[config.mk]
export PLATFORM = sky130hd
export DESIGN_NAME = mag_est_stream
export DESIGN_NICKNAME = d
export VERILOG_FILES = /design/src/rtl/mag_est_stream.sv
export SDC_FILE = /design/constraint.sdc
export NUM_CORES = 1
export LEC_CHECK = 0
export ABC_AREA = 1
export CORE_ASPECT_RATIO = 0.6
export CORE_MARGIN = 3
export CORE_UTILIZATION = 45
export CTS_BUF_LIST = sky130_fd_sc_hd__clkbuf_16
export DETAILED_ROUTE_END_ITERATION = 7
export GPL_TIMING_DRIVEN = 0
export PLACE_DENSITY_LB_ADDON = 0.2
export SYNTH_ARGS = -nofsm -noshare
export SYNTH_HDL_FRONTEND = slang
export SYNTH_SLANG_ARGS = --single-unit
[constraint.sdc]
create_clock -name clk -period 5.3 [get_ports clk]
set_clock_uncertainty 0.2 [all_clocks]
set_input_delay 1.325 -clock clk [delete_from_list [all_inputs] [get_ports clk]]
set_output_delay 1.325 -clock clk [all_outputs]
set_load 0.1 [all_outputs]
[src/rtl/mag_est_stream.sv]
// Streaming alpha-max-plus-beta-min magnitude estimator: three register stages
// (abs, sort, estimate) behind a valid/ready handshake, with per-frame mode and bin tags.
module mag_est_stream #(
  parameter int WIDTH = 12,
  parameter int N     = 256,
  localparam int IDXW = $clog2(N)
) (
  input  logic             clk,
  input  logic             rst_n,
  input  logic [1:0]       mode,
  input  logic             in_valid,
  output logic             in_ready,
  input  logic [WIDTH:0]   real_in,
  input  logic [WIDTH:0]   imag_in,
  input  logic             in_last,
  output logic             out_valid,
  input  logic             out_ready,
  output logic [WIDTH+1:0] magnitude,
  output logic [IDXW-1:0]  out_idx,
  output logic             out_last,
  output logic             frame_err
);

  logic            adv;
  logic            accept;
  logic [IDXW-1:0] bin_cnt;
  logic [1:0]      mode_q;
  logic            at_end;
  logic [1:0]      beat_mode;

  logic            s1_valid, s1_last;
  logic [WIDTH:0]  s1_a, s1_b;
  logic [IDXW-1:0] s1_idx;
  logic [1:0]      s1_mode;

  logic            s2_valid, s2_last;
  logic [WIDTH:0]  s2_mx, s2_mn;
  logic [IDXW-1:0] s2_idx;
  logic [1:0]      s2_mode;

  logic [WIDTH+1:0] mxw, mnw, trim, est;

  assign adv       = !out_valid || out_ready;
  assign in_ready  = adv;
  assign accept    = in_valid && adv;
  assign at_end    = (bin_cnt == IDXW'(N - 1));
  // Bin 0 uses the live mode input; the rest of the frame uses the latched copy.
  assign beat_mode = (bin_cnt == '0) ? mode : mode_q;

  // The unsigned WIDTH+1 result holds 2^WIDTH, so the most negative input does not wrap.
  function automatic logic [WIDTH:0] abs_val(input logic [WIDTH:0] x);
    return x[WIDTH] ? (~x + 1'b1) : x;
  endfunction

  always_ff @(posedge clk or negedge rst_n) begin
    if (!rst_n) begin
      bin_cnt   <= '0;
      mode_q    <= '0;
      frame_err <= 1'b0;
    end else if (accept) begin
      bin_cnt <= (in_last || at_end) ? '0 : bin_cnt + IDXW'(1);
      if (bin_cnt == '0)
        mode_q <= mode;
      if (in_last != at_end)
        frame_err <= 1'b1;
    end
  end

  always_comb begin
    mxw  = {1'b0, s2_mx};
    mnw  = {1'b0, s2_mn};
    trim = '0;
    est  = '0;
    case (s2_mode)
      2'd0: est = mxw + (mnw >> 1);
      2'd1: est = mxw + (mnw >> 2);
      2'd2: est = mxw - (mxw >> 4) + (mnw >> 1) - (mnw >> 5);
      default: begin
        trim = mxw - (mxw >> 3) + (mnw >> 1);
        est  = (trim > mxw) ? trim : mxw;
      end
    endcase
  end

  // Whole pipeline shares one enable; bubbles flow through rather than collapse.
  always_ff @(posedge clk or negedge rst_n) begin
    if (!rst_n) begin
      s1_valid  <= 1'b0;
      s1_last   <= 1'b0;
      s1_a      <= '0;
      s1_b      <= '0;
      s1_idx    <= '0;
      s1_mode   <= '0;
      s2_valid  <= 1'b0;
      s2_last   <= 1'b0;
      s2_mx     <= '0;
      s2_mn     <= '0;
      s2_idx    <= '0;
      s2_mode   <= '0;
      out_valid <= 1'b0;
      magnitude <= '0;
      out_idx   <= '0;
      out_last  <= 1'b0;
    end else if (adv) begin
      s1_valid  <= in_valid;
      s1_last   <= in_last || at_end;
      s1_a      <= abs_val(real_in);
      s1_b      <= abs_val(imag_in);
      s1_idx    <= bin_cnt;
      s1_mode   <= beat_mode;

      s2_valid  <= s1_valid;
      s2_last   <= s1_last;
      s2_mx     <= (s1_a >= s1_b) ? s1_a : s1_b;
      s2_mn     <= (s1_a >= s1_b) ? s1_b : s1_a;
      s2_idx    <= s1_idx;
      s2_mode   <= s1_mode;

      out_valid <= s2_valid;
      magnitude <= est;
      out_idx   <= s2_idx;
      out_last  <= s2_last;
    end
  end

endmodule
=== Word-level counts from Yosys, hierarchy flattened ===
Index checks and enable logic that the tools add are counted.

* Bits in registers: 111
* Output and inout bits: 26
* Word-level logic and storage cells: 52

* Add/sub/neg operators: 10
* $lt $le $gt $ge: 2
* Equal/unequal tests: 4
* Multiplexer cells: 8
* Bitwise logic cells: 2
* Reductions and logical operators: 7

{| class="wikitable"
|+ Operators by type and width
! cell !! number
|-
| $mux W13 || 4
|-
| $pmux W14 S3 || 1
|-
| $add A14 B12 Y14 || 2
|-
| $add A13 B1 Y13 const B || 2
|-
| $not A13 Y13 || 2
|-
| $add A13 B11 Y14 || 1
|-
| $add A13 B12 Y14 || 1
|-
| $gt A14 B13 Y1 || 1
|-
| $mux W14 || 1
|-
| $sub A13 B10 Y14 || 1
|-
| $sub A13 B9 Y14 || 1
|-
| $sub A14 B8 Y14 || 1
|-
| $ge A13 B13 Y1 || 1
|-
| $add A8 B1 Y8 const B || 1
|-
| $eq A8 B8 Y1 const B || 1
|-
| $logic_not A8 Y1 || 1
|-
| $mux W8 || 1
|-
| $eq A2 B1 Y1 const B || 1
|-
| $eq A2 B2 Y1 const B || 1
|-
| $logic_not A2 Y1 || 1
|-
| $logic_or A1 B1 Y1 || 2
|-
| $mux W2 || 1
|-
| $reduce_and A2 Y1 || 1
|-
| $logic_and A1 B1 Y1 || 1
|-
| 2 further kinds || 2
|}

=== Depth between registers and ports, before layout ===
* Depth in word-level cells: 5
* Depth in mapped cells: 28

=== Worst setup path after synthesis ===
OpenSTA, ideal clock, no wires.

* Kind: input-to-output
* Start: input port out_ready
* End: output port in_ready
* Data arrival time: 2.741 ns
* Required time: 3.775 ns
* Slack: 1.034 ns
* Stages on the path: 4
* Buffers on the path: 2
* Cell sequence: nor2_1 > inv_2 > clkbuf_1 > clkbuf_1

* Cells in the longest elaborated chain, start to end: 1

{| class="wikitable"
|+ Ends and longest elaborated chain
! item !! RTL line !! text
|-
| from (decl) || 17 || <nowiki>input logic out_ready,</nowiki>
|-
| $logic_or A1 B1 Y1 || 43 || <nowiki>assign adv = !out_valid || out_ready;</nowiki>
|-
| to (decl) || 12 || <nowiki>output logic in_ready,</nowiki>
|}

No other way between the ends.

=== Final worst setup path ===
* Start: register s2_mx[7]
* End: register magnitude[9]

* Cells in the longest elaborated chain, start to end: 5
* Elaborated cells between the ends (all ways): 10
* Classes of those cells: 7 x add/sub; 1 x order compare; 2 x mux

{| class="wikitable"
|+ Ends and longest elaborated chain
! item !! RTL line !! text
|-
| from (decl) || 37 || <nowiki>logic [WIDTH:0] s2_mx, s2_mn;</nowiki>
|-
| from (signal assigned) || 114 || <nowiki>s2_mx <= (s1_a >= s1_b) ? s1_a : s1_b;</nowiki>
|-
| $sub A13 B10 Y14 || 79 || <nowiki>trim = mxw - (mxw >> 3) + (mnw >> 1);</nowiki>
|-
| $add A14 B12 Y14 || 79 ||
|-
| $gt A14 B13 Y1 || 80 || <nowiki>est = (trim > mxw) ? trim : mxw;</nowiki>
|-
| $mux W14 || 80 ||
|-
| $pmux W14 S3 * || 74 || <nowiki>case (s2_mode)</nowiki>
|-
| to (signal assigned) || 120 || <nowiki>magnitude <= est;</nowiki>
|-
| to (decl) || 18 || <nowiki>output logic [WIDTH+1:0] magnitude,</nowiki>
|}

Mark *: on every way between the ends. The rest lies on a longest branch, timed or not.
A chain may end at the register's enable or synchronous reset.

==> summary.txt <==
Run status
  – Outcome: finished, final reports clean

Place
  – GP Congestion: 1.02
  – Port Buffers: 58
  – Placed cells: 1435
  – Detailed placer's ending HPWL: 21200 µm

Setup path
  – Crit-path slowest cell: fa_1
  – Reg-to-Reg Start: s2_mx[7]$_DFFE_PN0N_
  – WP buf/inv: 5
  – Crit-path cells: inv_1, fa_1, inv_1, ha_1, nand2_1, nor3_1, nand2_1, o211ai_1, a21oi_1, xor2_1, inv_1, ha_1, nand2_1, inv_1, nand3_1, nor4_1, nand3_1, nand2_2, clkbuf_4, nand3_1, nand3_1, a21oi_1
  – Critical path class: flop to flop
  – Reg-to-reg endpoint: magnitude[9]$_DFFE_PN0N_
  – Worst reg2reg setup slack: 310 ps
  – Crit. End Element: flop
  – Crit path largest cell delay: 600 ps
  – Worst-path maximum fanout: 10
  – Crit. path cell count: 22
  – Arr. time, crit path: 5030 ps
  – CP startpoint kind: flop
  – Top delay family on crit path: simple AND/OR/NAND/NOR gates
  – R2R depth: 22
  – CP Data Required Time: 5340 ps

Worst hold path
  – Worst hold path class: flop to flop
  – Hold Crit Depth: 2
  – Worst Hold Launch: s2_valid$_DFFE_PN0N_
  – Sink of the worst hold path: out_valid$_DFFE_PN0N_

Synthesis
  – Yosys top cell by area: dfrtp_1
  – Post-synth top area share: 32.1%
  – #FFs+latches synth: 110
  – Syn nets: 1272
  – Main combinational cell family by area after synthesis: simple AND/OR/NAND/NOR gates
  – Post-Synth XOR/XNOR Area: 2.96%
  – Post-synthesis mux area share: 0.234%
  – Mapped Cells: 1136
  – Top_reg_cell synth: dfrtp_1
  – Async set or reset register ratio after synthesis: 100%
  – Synth Area in Adders: 17.6%
  – Compound-gate portion of the synthesized area: 17.9%
  – Yosys warning total: 0
  – Netlist cell types: 46
  – Synth Cell Area: 8570 µm²
  – Sequential area share after synthesis: 32.1%
  – Mean Syn Cell Area: 7.54 µm²
  – Top post-synthesis cells by area: dfrtp_1 (32%), ha_1 (11%), nand2_1 (9.8%)
  – Post-Synth Simple-Gate Area: 19.3%
  – Post-synth EDFFs: 0

Clocking
  – CTS Sinks: 110
  – Clk pin slew, worst setup/hold paths: 80 ps
  – CTS tree: yes
  – CTS Buf Count: 9
  – H-tree depth: 3
  – Clock Tree Buf Depth: 2
  – Clock latency at the later pin of the worst-skew pair: 360 ps
  – Root Buffer: clkbuf_16

GRT
  – Vias in the first global route: 7056
  – Initial antenna violation count: 0
  – Grt total ovfl: 0
  – Largest net degree at the start of global routing: 86
  – Global Route Usage Sum: 25.7%
  – First-pass GRT wire length: 41100 µm

Timing
  – Unrepaired setup endpoints after global routing: false
  – Worst slew pin tran: 974 ps
  – Final setup violation count: 0
  – Final slew viol count: 0
  – Final Cycle Share: 94.1%
  – Rel. slew slack: 34.9%
  – Fmax: 201 MHz
  – Final worst path period need: 4990 ps
  – WHS: 269 ps
  – Hold Vio Cnt, Final: 0

Die
  – Width of the chip: 184 µm
  – Num ports: 59
  – Core footprint: 18400 µm²
  – Die area: 20800 µm²
  – Num rows: 38
  – Die height: 113 µm
  – Initial core utilization: 46.7%

Finish
  – Share of post-route cells with drive strength above 1: 4.13%
  – Fill cells: 1791
  – # diodes: 0
  – Non-filler cells, final: 1450
  – Final net count: 1341
  – Area Overhead vs Synth: 13.8%

Drt
  – Vias: 8073
  – Routed Antenna Nets: 0
  – Detailed-route wire length: 26700 µm
  – DR vias/cell: 5.57
  – DR pass1 iterations: 5
  – Drt drc: 0
  – Iteration-0 DRC count of the detailed router: 968
  – Wire per inst: 18.4 µm

Job
  – Max-cap violation count: 0
## routing by layer
metal / vias to the layer above / global-route usage [%] / share of wire [%]
met4: 0 / 2.16 / 0.25
met3: 6 / 6.33 / 9.9
li1: 3855 / - / -
met2: 373 / 30.6 / 35
met5: - / 0 / 0
met1: 3839 / 45.9 / 55
## cell usage after synthesis, types with 3 or more instances
library cell / n
buf_2: 5
a21o_1: 4
nor4_1: 6
or2_2: 5
nand4_1: 7
inv_1: 180
nand2_1: 224
nand2_2: 5
a31oi_1: 5
nor2_1: 67
dfrtp_1: 110
o21ai_0: 149
fa_1: 29
nand3_1: 58
nor3_1: 10
xnor2_1: 10
ha_1: 74
nand3_2: 3
a21oi_1: 94
o21bai_1: 8
o22ai_1: 3
o211ai_1: 4
clkbuf_1: 23
xor2_1: 19
## metrics by stage
step	utilization (%)	setup TNS, ps	instance area, µm²	setup slack (ps)
floorplan	-	0	8570	1030
global placement	51.5	-185090	9450	-1690
detailed placement	51.6	-576	9480	-576
CTS	53.1	0	9750	23.5
global route	53.1	0	9750	59.2
finish	53.1	0	9750	313
## sequential cells by signal (all words and copies together) (netlist names)
register and flops:
bin_cnt 8, frame_err 1, magnitude 14, mode_q 2, out_idx 8, out_last 1
out_valid 1, s1_a 13, s1_b 13, s1_idx 8, s1_last 1, s1_mode 2
s1_valid 1, s2_idx 8, s2_last 1, s2_mn 12, s2_mode 2, s2_mx 13
s2_valid 1
## cells by family after synthesis
kind of cell,after synthesis
AND/OR/NAND/NOR,391
flip-flops,110
multiplexers,2
AO/OA/AOI/OAI,284
adder cells (fa/ha/maj),103
buffers and inverters,217
XOR/XNOR,29
## timing repair
action,CTS,global route
setup buffers,0,0
setup endpoints to repair,1,9
hold buffers,0,0
gates resized for setup,3,2
cloned,0,0
## placed cells by master (no fill, tap or decap), types with 2 or more instances in the layout
cell type	Yosys	layout
clkinv_1	2	3
nor4_1	6	6
a31oi_1	5	5
nand4_1	7	7
clkdlybuf4s50_1	0	56
o211ai_1	4	4
nand3_1	58	58
xnor2_1	10	10
ha_1	74	74
nand2_1	224	223
buf_2	5	4
a21boi_0	2	2
o21ai_1	2	2
inv_1	180	182
a21oi_2	2	2
clkbuf_1	23	22
inv_6	0	4
o21ai_0	149	149
nor3_1	10	10
nor2_1	67	67
nand2_4	2	2
a21o_1	4	4
buf_4	2	2
o21bai_1	8	8
a21oi_1	94	94
fa_1	29	29
nor2_2	2	2
mux2i_1	2	2
nand3_2	3	3
dfrtp_1	110	110
clkbuf_16	0	9
nand2_2	5	6
buf_6	2	3
inv_2	2	2
xor2_1	19	19
a221oi_1	2	2
o22ai_1	3	3
o2111ai_1	2	2
or2_2	5	5
## area by class of cell
cell class                      count  area [µm²]  area share (%)
Multi-Input combinational cell    809        4970            51.0
Sequential cell                   110        2750            28.2
Clock inverter                      7        46.3           0.475
Timing Repair Buffer               59         611            6.26
Tap cell                          240         300            3.08
Clock buffer                        9         225            2.31
Inverter                          184         691            7.08
Buffer                             32         151            1.55
## worst reg2reg max path, cell delays in order (launching register included)
cell	delay [ps]
dfrtp_1	560
inv_1	270
fa_1	600
inv_1	60
ha_1	350
nand2_1	110
nor3_1	140
nand2_1	80
o211ai_1	230
a21oi_1	150
xor2_1	290
inv_1	80
ha_1	270
nand2_1	50
inv_1	110
nand3_1	90
nor4_1	220
nand3_1	190
nand2_2	210
clkbuf_4	270
nand3_1	90
nand3_1	170
a21oi_1	90
## worst max path at each step
stage / start / endpoint / slack (ps)
6_report: s2_mx[7]$_DFFE_PN0N_ / magnitude[9]$_DFFE_PN0N_ / 310
5_1_grt: s2_mx[1]$_DFFE_PN0N_ / magnitude[9]$_DFFE_PN0N_ / 60
2_1_floorplan: out_ready / in_ready / 1030
3_3_place_gp: rst_n / s1_a[3]$_DFFE_PN0N_ / -1690
3_5_place_dp: out_ready / in_ready / -580
4_1_cts: out_ready / in_ready / 20
Power is not shown: default switching activity piles up to over one toggle a cycle in this logic, so the estimate is an artifact.
